$ cat config.mk
export PLATFORM = sky130hd
export DESIGN_NAME = bsg_swap_serialize_flat
export DESIGN_NICKNAME = d
export VERILOG_FILES = /design/src/rtl/bsg_swap_pkg.sv /design/src/rtl/bsg_swap_serialize_if.sv /design/src/rtl/bsg_swap.sv /design/src/rtl/bsg_swap_serialize.sv /design/src/flat_wrapper.sv
export SDC_FILE = /design/constraint.sdc
export NUM_CORES = 1
export LEC_CHECK = 0
export BUFFER_PORTS_ARGS = -buffer_cell sky130_fd_sc_hd__buf_2
export CAP_MARGIN = 15
export CORE_ASPECT_RATIO = 1.1
export CORE_UTILIZATION = 50
export DETAILED_ROUTE_END_ITERATION = 8
export PLACE_DENSITY = 0.82
export SLEW_MARGIN = 15
export SYNTH_ARGS = -nofsm -noshare
export SYNTH_HDL_FRONTEND = slang
export SYNTH_SLANG_ARGS = --single-unit
$ cat constraint.sdc
create_clock -name clk_i -period 2.3 [get_ports clk_i]
set_input_delay 0.115 -clock clk_i [delete_from_list [all_inputs] [get_ports clk_i]]
set_output_delay 0.115 -clock clk_i [all_outputs]
set_load 0.01 [all_outputs]
$ cat src/rtl/bsg_swap_pkg.sv
`default_nettype none
// ============================================================================
// Module   : bsg_swap_pkg
// Purpose  : Shared definitions for the swap-serializer slice. Holds the
//            three-state encoding used by the serializer FSM.
// Ports    : none (package)
// Revision : 1.0 - initial release
// ============================================================================
package bsg_swap_pkg;

  // Serializer occupancy: no word, first half showing, second half showing.
  typedef enum logic [1:0] {
    EMPTY  = 2'd0,
    FIRST  = 2'd1,
    SECOND = 2'd2
  } state_e;

endpackage : bsg_swap_pkg
`default_nettype wire

$ cat src/rtl/bsg_swap_serialize_if.sv
`default_nettype none
// ============================================================================
// Module   : bsg_swap_serialize_if
// Purpose  : Handshake bundle between an upstream word producer, the swap
//            serializer and a downstream half-word consumer.
// Signals  : v_i/data_i/swap_i  - word offered by upstream
//            ready_o            - serializer can take the word this cycle
//            v_o/data_o/last_o  - half-word presented downstream
//            yumi_i             - downstream takes the half this cycle
// Modports : slave  - serializer side
//            master - producer/consumer (environment) side
// Revision : 1.0 - initial release
// ============================================================================
interface bsg_swap_serialize_if #(
  parameter int width_p = 32
);

  logic                   v_i;
  logic [width_p-1:0]     data_i;
  logic                   swap_i;
  logic                   ready_o;
  logic                   v_o;
  logic [width_p/2-1:0]   data_o;
  logic                   last_o;
  logic                   yumi_i;

  modport slave (
    input  v_i, data_i, swap_i, yumi_i,
    output ready_o, v_o, data_o, last_o
  );

  modport master (
    output v_i, data_i, swap_i, yumi_i,
    input  ready_o, v_o, data_o, last_o
  );

endinterface : bsg_swap_serialize_if
`default_nettype wire

$ cat src/rtl/bsg_swap.sv
`default_nettype none
// ============================================================================
// Module   : bsg_swap
// Purpose  : Purely combinational half-swap. With swap_i=1 the upper and
//            lower halves of data_i exchange places; otherwise pass-through.
// Ports    : data_i [width_p-1:0] - word in
//            swap_i               - exchange halves when 1
//            data_o [width_p-1:0] - word out
// Revision : 1.0 - initial release
// ============================================================================
module bsg_swap #(
  parameter int width_p = 32
) (
  input  logic [width_p-1:0] data_i,
  input  logic               swap_i,
  output logic [width_p-1:0] data_o
);

  localparam int half_lp = width_p / 2;

  assign data_o = swap_i ? {data_i[half_lp-1:0], data_i[width_p-1:half_lp]}
                         : data_i;

endmodule : bsg_swap
`default_nettype wire

$ cat src/rtl/bsg_swap_serialize.sv
`default_nettype none
// ============================================================================
// Module   : bsg_swap_serialize
// Purpose  : Accepts a width_p-bit word with a half-order select, then emits
//            it as two width_p/2-bit halves (low half of the optionally
//            swapped word first, last_o flagging the second half).
// Ports    : clk_i   - clock, rising edge
//            reset_i - synchronous active-high reset
//            io      - bsg_swap_serialize_if.slave handshake bundle
// Revision : 1.0 - initial release
// ============================================================================
module bsg_swap_serialize
  import bsg_swap_pkg::*;
#(
  parameter int width_p = 32   // even, >= 2
) (
  input  logic                  clk_i,
  input  logic                  reset_i,
  bsg_swap_serialize_if.slave   io
);

  localparam int half_lp = width_p / 2;

  state_e               state_q, state_d;
  logic [width_p-1:0]   word_q;
  logic                 swap_q;
  logic [width_p-1:0]   swapped;
  logic [half_lp-1:0]   half_sel;
  logic                 ready;
  logic                 accept;
  logic                 valid;

  // A new word fits when nothing is held, or when the last half of the
  // current word leaves this very cycle (back-to-back). This is the only
  // combinational input-to-output path.
  always_comb begin
    ready = 1'b0;
    if (!reset_i) begin
      case (state_q)
        EMPTY:   ready = 1'b1;
        SECOND:  ready = io.yumi_i;
        default: ready = 1'b0;
      endcase
    end
  end

  assign accept = io.v_i & ready;

  always_comb begin
    state_d = state_q;
    case (state_q)
      EMPTY:   if (accept)    state_d = FIRST;
      FIRST:   if (io.yumi_i) state_d = SECOND;
      SECOND:  if (io.yumi_i) state_d = accept ? FIRST : EMPTY;
      default:                state_d = EMPTY;
    endcase
  end

  always_ff @(posedge clk_i) begin
    if (reset_i) begin
      state_q <= EMPTY;
      word_q  <= '0;
      swap_q  <= 1'b0;
    end else begin
      state_q <= state_d;
      if (accept) begin
        word_q <= io.data_i;
        swap_q <= io.swap_i;
      end
    end
  end

  // Swap works only on registered copies, so later swap_i changes cannot
  // disturb a word already in flight.
  bsg_swap #(
    .width_p (width_p)
  ) u_swap (
    .data_i  (word_q),
    .swap_i  (swap_q),
    .data_o  (swapped)
  );

  assign half_sel = (state_q == SECOND) ? swapped[width_p-1:half_lp]
                                        : swapped[half_lp-1:0];

  assign valid      = (state_q == FIRST) || (state_q == SECOND);
  assign io.ready_o = ready;
  assign io.v_o     = valid;
  assign io.last_o  = (state_q == SECOND);
  // Force zero when idle so stale word contents never leak out.
  assign io.data_o  = valid ? half_sel : '0;

endmodule : bsg_swap_serialize
`default_nettype wire

$ cat src/flat_wrapper.sv
// flat-port wrapper written by rule: the top's interface ports become plain ports
module bsg_swap_serialize_flat import bsg_swap_pkg::*;
#(
  parameter int width_p = 32                
)
  (clk_i, reset_i, io_v_i, io_data_i, io_swap_i, io_yumi_i, io_ready_o, io_v_o, io_data_o, io_last_o);
  bsg_swap_serialize_if #(.width_p(width_p)) io_i ();
  input  logic clk_i;
  input  logic reset_i;
  input wire logic [$bits(io_i.v_i)-1:0] io_v_i;
  input wire logic [$bits(io_i.data_i)-1:0] io_data_i;
  input wire logic [$bits(io_i.swap_i)-1:0] io_swap_i;
  input wire logic [$bits(io_i.yumi_i)-1:0] io_yumi_i;
  output wire logic [$bits(io_i.ready_o)-1:0] io_ready_o;
  output wire logic [$bits(io_i.v_o)-1:0] io_v_o;
  output wire logic [$bits(io_i.data_o)-1:0] io_data_o;
  output wire logic [$bits(io_i.last_o)-1:0] io_last_o;
  assign io_i.v_i = io_v_i;
  assign io_i.data_i = io_data_i;
  assign io_i.swap_i = io_swap_i;
  assign io_i.yumi_i = io_yumi_i;
  assign io_ready_o = io_i.ready_o;
  assign io_v_o = io_i.v_o;
  assign io_data_o = io_i.data_o;
  assign io_last_o = io_i.last_o;
  bsg_swap_serialize #(.width_p(width_p)) u_core (.clk_i(clk_i), .reset_i(reset_i), .io(io_i));
endmodule
==> results list <==
- Final weighted congestion in routability-driven placement: roughly 0.8
- The checks that failed: DRC.
* Final setup violation count: 0
- The routed design has ~3900 um of wire.
- Post-Layout Cell Count: 297
* Number of inserted diodes: 0
- The number of buffers and inverters on the critical path is 3.
- Clk sink count: 35
- For the final routed database, the setup TNS stands at 0 ps.
* Top flip-flop cell by instance count after synthesis: sky130_fd_sc_hd__dfxtp_1
- The number of setup buffers added after CTS is 0.
* Fmax: 0.472 GHz
* GRT overflow: 0
- Category of the worst setup path capture point: primary output
* Sequential Power Share: 0.377
* RSZ-0062 raised after global routing: false
* Syn Area/Cell: 9.01 um^2
- Entering global routing, the biggest net connects 37 pins.
* Final clock period utilization by the worst path: 0.922
- TritonCTS built the clock tree.
- Vias in the first global route: around 1500
- After routing the design area is about 0.0023 mm^2.
- Final core utilization: 0.728
- Walking the worst path, the cells encountered are inv_1, ha_4, xor2_4, buf_12, nand2_1, a21boi_0, buf_2.
- Cell total after placement: ~270
* Initial standard-cell utilization of the core: 0.539
- For the pin with the worst max-slew slack, the measured transition is 442 ps.
* Class of the most critical setup path: reg2out
* Number of vias in the routed layout: between 1500 and 2000
* Buffer levels on the longest clock path: 2
- Internal Power: ~1.3 mW
- After synthesis the netlist holds a flip-flop and latch count of 35.
- Class of the most critical hold timing path: in2reg
- Slowest library cell on the worst path: sky130_fd_sc_hd__dfxtp_1
- Counting flops with a built-in enable in the synthesized netlist gives 0.
* Psw: 0.714 mW
- In the final layout, the multi-input gates occupy just over 900 um^2.
- Of the cells placed in the final design, the portion with a size suffix greater than 1 is 0.281.
- When the netlist entered floorplanning its net count stood at 230.
- After detailed routing, the number of vias per cell comes to 5.17.
- Die Span X: 57.3 um
- Placeable Area: ~0.0031 mm^2
- I/O Buffers: 55
- The initialized floorplan defines 21 standard-cell rows.
* Kind of start point of the critical path: flop
- The later pin in the worst-skew pair is clocked with a latency of roughly 350 ps.
* Unique masters post-synth: 23
* Register area share after synthesis: 0.416
- For this run, the total global-route usage over all layers was measured as 0.238.
* Register area: approximately 700 um^2
- The count of final max-slew check failures is 0.
- Worst vdd ir: slightly below 0.0008 V
- Of the total power, the share spent switching nets is 0.353.
- The cell sitting at the root of the clock tree is a sky130_fd_sc_hd__clkbuf_4.
- After filler insertion, the fill cell instance count of the layout stands at roughly 230.
- Post-Synthesis Cells: 187
- Measured against its own limit, the worst slew margin works out to 0.697.
- Max-cap violations: 0
- DR WL/cell: ~13 um
- Of the total power, combinational logic draws 0.401.
- Clock network fraction of total power: 0.222
* R2r setup slk: between 400 and 500 ps
* Place WS: 373 ps
- Relative to the synthesized area, the layout overhead comes to 35.1%.
* Final net count: roughly 310
- Once routing completed, OpenROAD measured the worst setup slack at ~180 ps.
- Grouping stages by cell kind, the critical path spends the most delay in buffers and inverters.
- Data arrives at the worst endpoint at 2010 ps.
* H-tree Lvls: 2
* Final worst clock skew: 7.28 ps
* Number of top-level design ports: 56
- In this run the worst path has a maximum fanout of 11.
- Share of flip-flops with an asynchronous set or reset after synthesis: 0
- The floorplan step defined a die boundary enclosing 0.00360 mm^2.
* Number of antenna violations at the first check in global routing: 0
- Vertical extent of the die: roughly 63 um
- Data required time at the worst endpoint: about 2200 ps
* Leak: around 0.95 nW
* Final critical delay including setup and external delays: approximately 2100 ps
- For this run, design rule violations remaining after detail routing come to 2.
* CTS clk-pin slew, worst paths: between 100 and 150 ps
* Run status: finished with violations
- In this run the power density over the cells is between 800 and 900 mW/mm^2.
- The count of final hold-check violations came to 0.
* Remaining number of nets flagged by the antenna check after routing: 0
* DRT iter0 DRCs: 34
* Wire length of the first global-routing pass: roughly 6500 um
- Syn. warnings: 0
- Once detailed placement completed, the half-perimeter wirelength came to ~2500 um.
- Total clock buffers created by CTS: 5
- Slowest Stage Delay on Critical Path: ~360 ps
* Post-Place Cell Area: between 0.0015 and 0.002 mm^2
* First drt pass iteration count: 6
* Syn Std Cell Area: ~0.0017 mm^2
==> power groups by stage <==
stage / clock network, mW / logic [mW] / registers (mW)
6_report: 0.451 / 0.812 / 0.763
5_1_grt: 0.482 / 0.897 / 0.774
3_3_place_gp: 0 / 0.754 / 0.765
4_1_cts: 0.456 / 0.795 / 0.757
2_1_floorplan: 0 / 0.563 / 0.755
3_5_place_dp: 0 / 0.765 / 0.768
==> final timing paths <==
kind	startpoint	end	cells past startpoint
worst max register to register	u_core.state_q[0]	u_core.word_q[30]	7
worst max-delay path	u_core.state_q[0]	io_data_o[5]	7
worst min register to register	u_core.word_q[3]	u_core.word_q[3]	2
worst min-delay path	io_data_i[22]	u_core.word_q[22]	3
==> per-layer routing <==
| layer | global-route usage | part of all wire | up-vias |
|---|---|---|---|
| met3 | 0.0663 | 0.052 | 6 |
| met4 | 0.125 | 0.017 | 0 |
| met1 | 0.264 | 0.43 | 718 |
| met2 | 0.407 | 0.50 | 46 |
| li1 | - | - | 766 |
| met5 | 0 | 0 | - |
==> cells by family (layout without fill, tap and decap cells) <==
group	count (synthesis)	count (layout)	share of synthesized area
flops	35	35	0.416
fa+ha+maj	6	6	0.0446
buf+inv	13	89	0.0483
xor+xnor	2	2	0.0149
simple gates	72	72	0.165
mux	33	33	0.196
compound gates	26	26	0.115
==> tightest hold or removal path: cells and delay by family <==
| kind | cells | cell delay, ps |
|---|---|---|
| and+or+nand+nor | 1 | 80 |
| buffers and inverters | 1 | 80 |
| muxes | 1 | 50 |
==> state kept, by name (all words and copies together), names as in the netlist <==
signal,count
u_core.state_q,2
u_core.swap_q,1
u_core.word_q,32
==> layout make-up <==
type	count	share of cell area
clock buffers	5	0.0165
clock inverters	3	0.0192
inverters	3	0.00495
multi-input cells	139	0.410
flip-flops and latches	35	0.308
well taps	34	0.0187
repair buffers	78	0.223
==> placed cells by master, fill, tap and decap left out, types with 4 or more instances in the layout <==
cell type                       instances
sky130_fd_sc_hd__nand2_1               33
sky130_fd_sc_hd__a21boi_1               5
sky130_fd_sc_hd__a21boi_0              11
sky130_fd_sc_hd__buf_4                  4
sky130_fd_sc_hd__nor2_1                36
sky130_fd_sc_hd__dlygate4sd3_1         17
sky130_fd_sc_hd__ha_1                   5
sky130_fd_sc_hd__dfxtp_1               35
sky130_fd_sc_hd__mux2i_1               33
sky130_fd_sc_hd__clkbuf_4               5
sky130_fd_sc_hd__buf_2                 55
==> through the flow <==
step                      hold slack, ps  power [mW]
final                               4.38        2.03
after global routing                18.9        2.15
after CTS                           1.37        2.01
after detailed placement             356        1.53
after global placement               347        1.52
after floorplan                      262        1.32
==> cells in the mapped netlist (2+ instances only) <==
cell / n / area (um^2)
sky130_fd_sc_hd__nor2_1: 36 / 135
sky130_fd_sc_hd__dfxtp_1: 35 / 701
sky130_fd_sc_hd__mux2i_1: 33 / 330
sky130_fd_sc_hd__nand2_1: 33 / 124
sky130_fd_sc_hd__a21boi_0: 11 / 82.6
sky130_fd_sc_hd__ha_1: 6 / 75.1
sky130_fd_sc_hd__a21boi_1: 5 / 37.5
sky130_fd_sc_hd__buf_6: 4 / 45.0
sky130_fd_sc_hd__clkbuf_1: 4 / 15.0
sky130_fd_sc_hd__inv_1: 3 / 11.3
sky130_fd_sc_hd__o21ai_0: 3 / 15.0
sky130_fd_sc_hd__a21oi_1: 2 / 10.0
sky130_fd_sc_hd__buf_2: 2 / 10.0
==> repair_timing <==
action | 4_1_cts | 5_1_grt
pin swaps | 0 | 0
gates cloned | 0 | 0
gates resized for setup | 2 | 3
hold buffers | 16 | 1
hold endpoints to repair | 16 | 1
endpoints found under the setup margin | 1 | 2
Note: power is estimated with default switching activity, not from simulation.
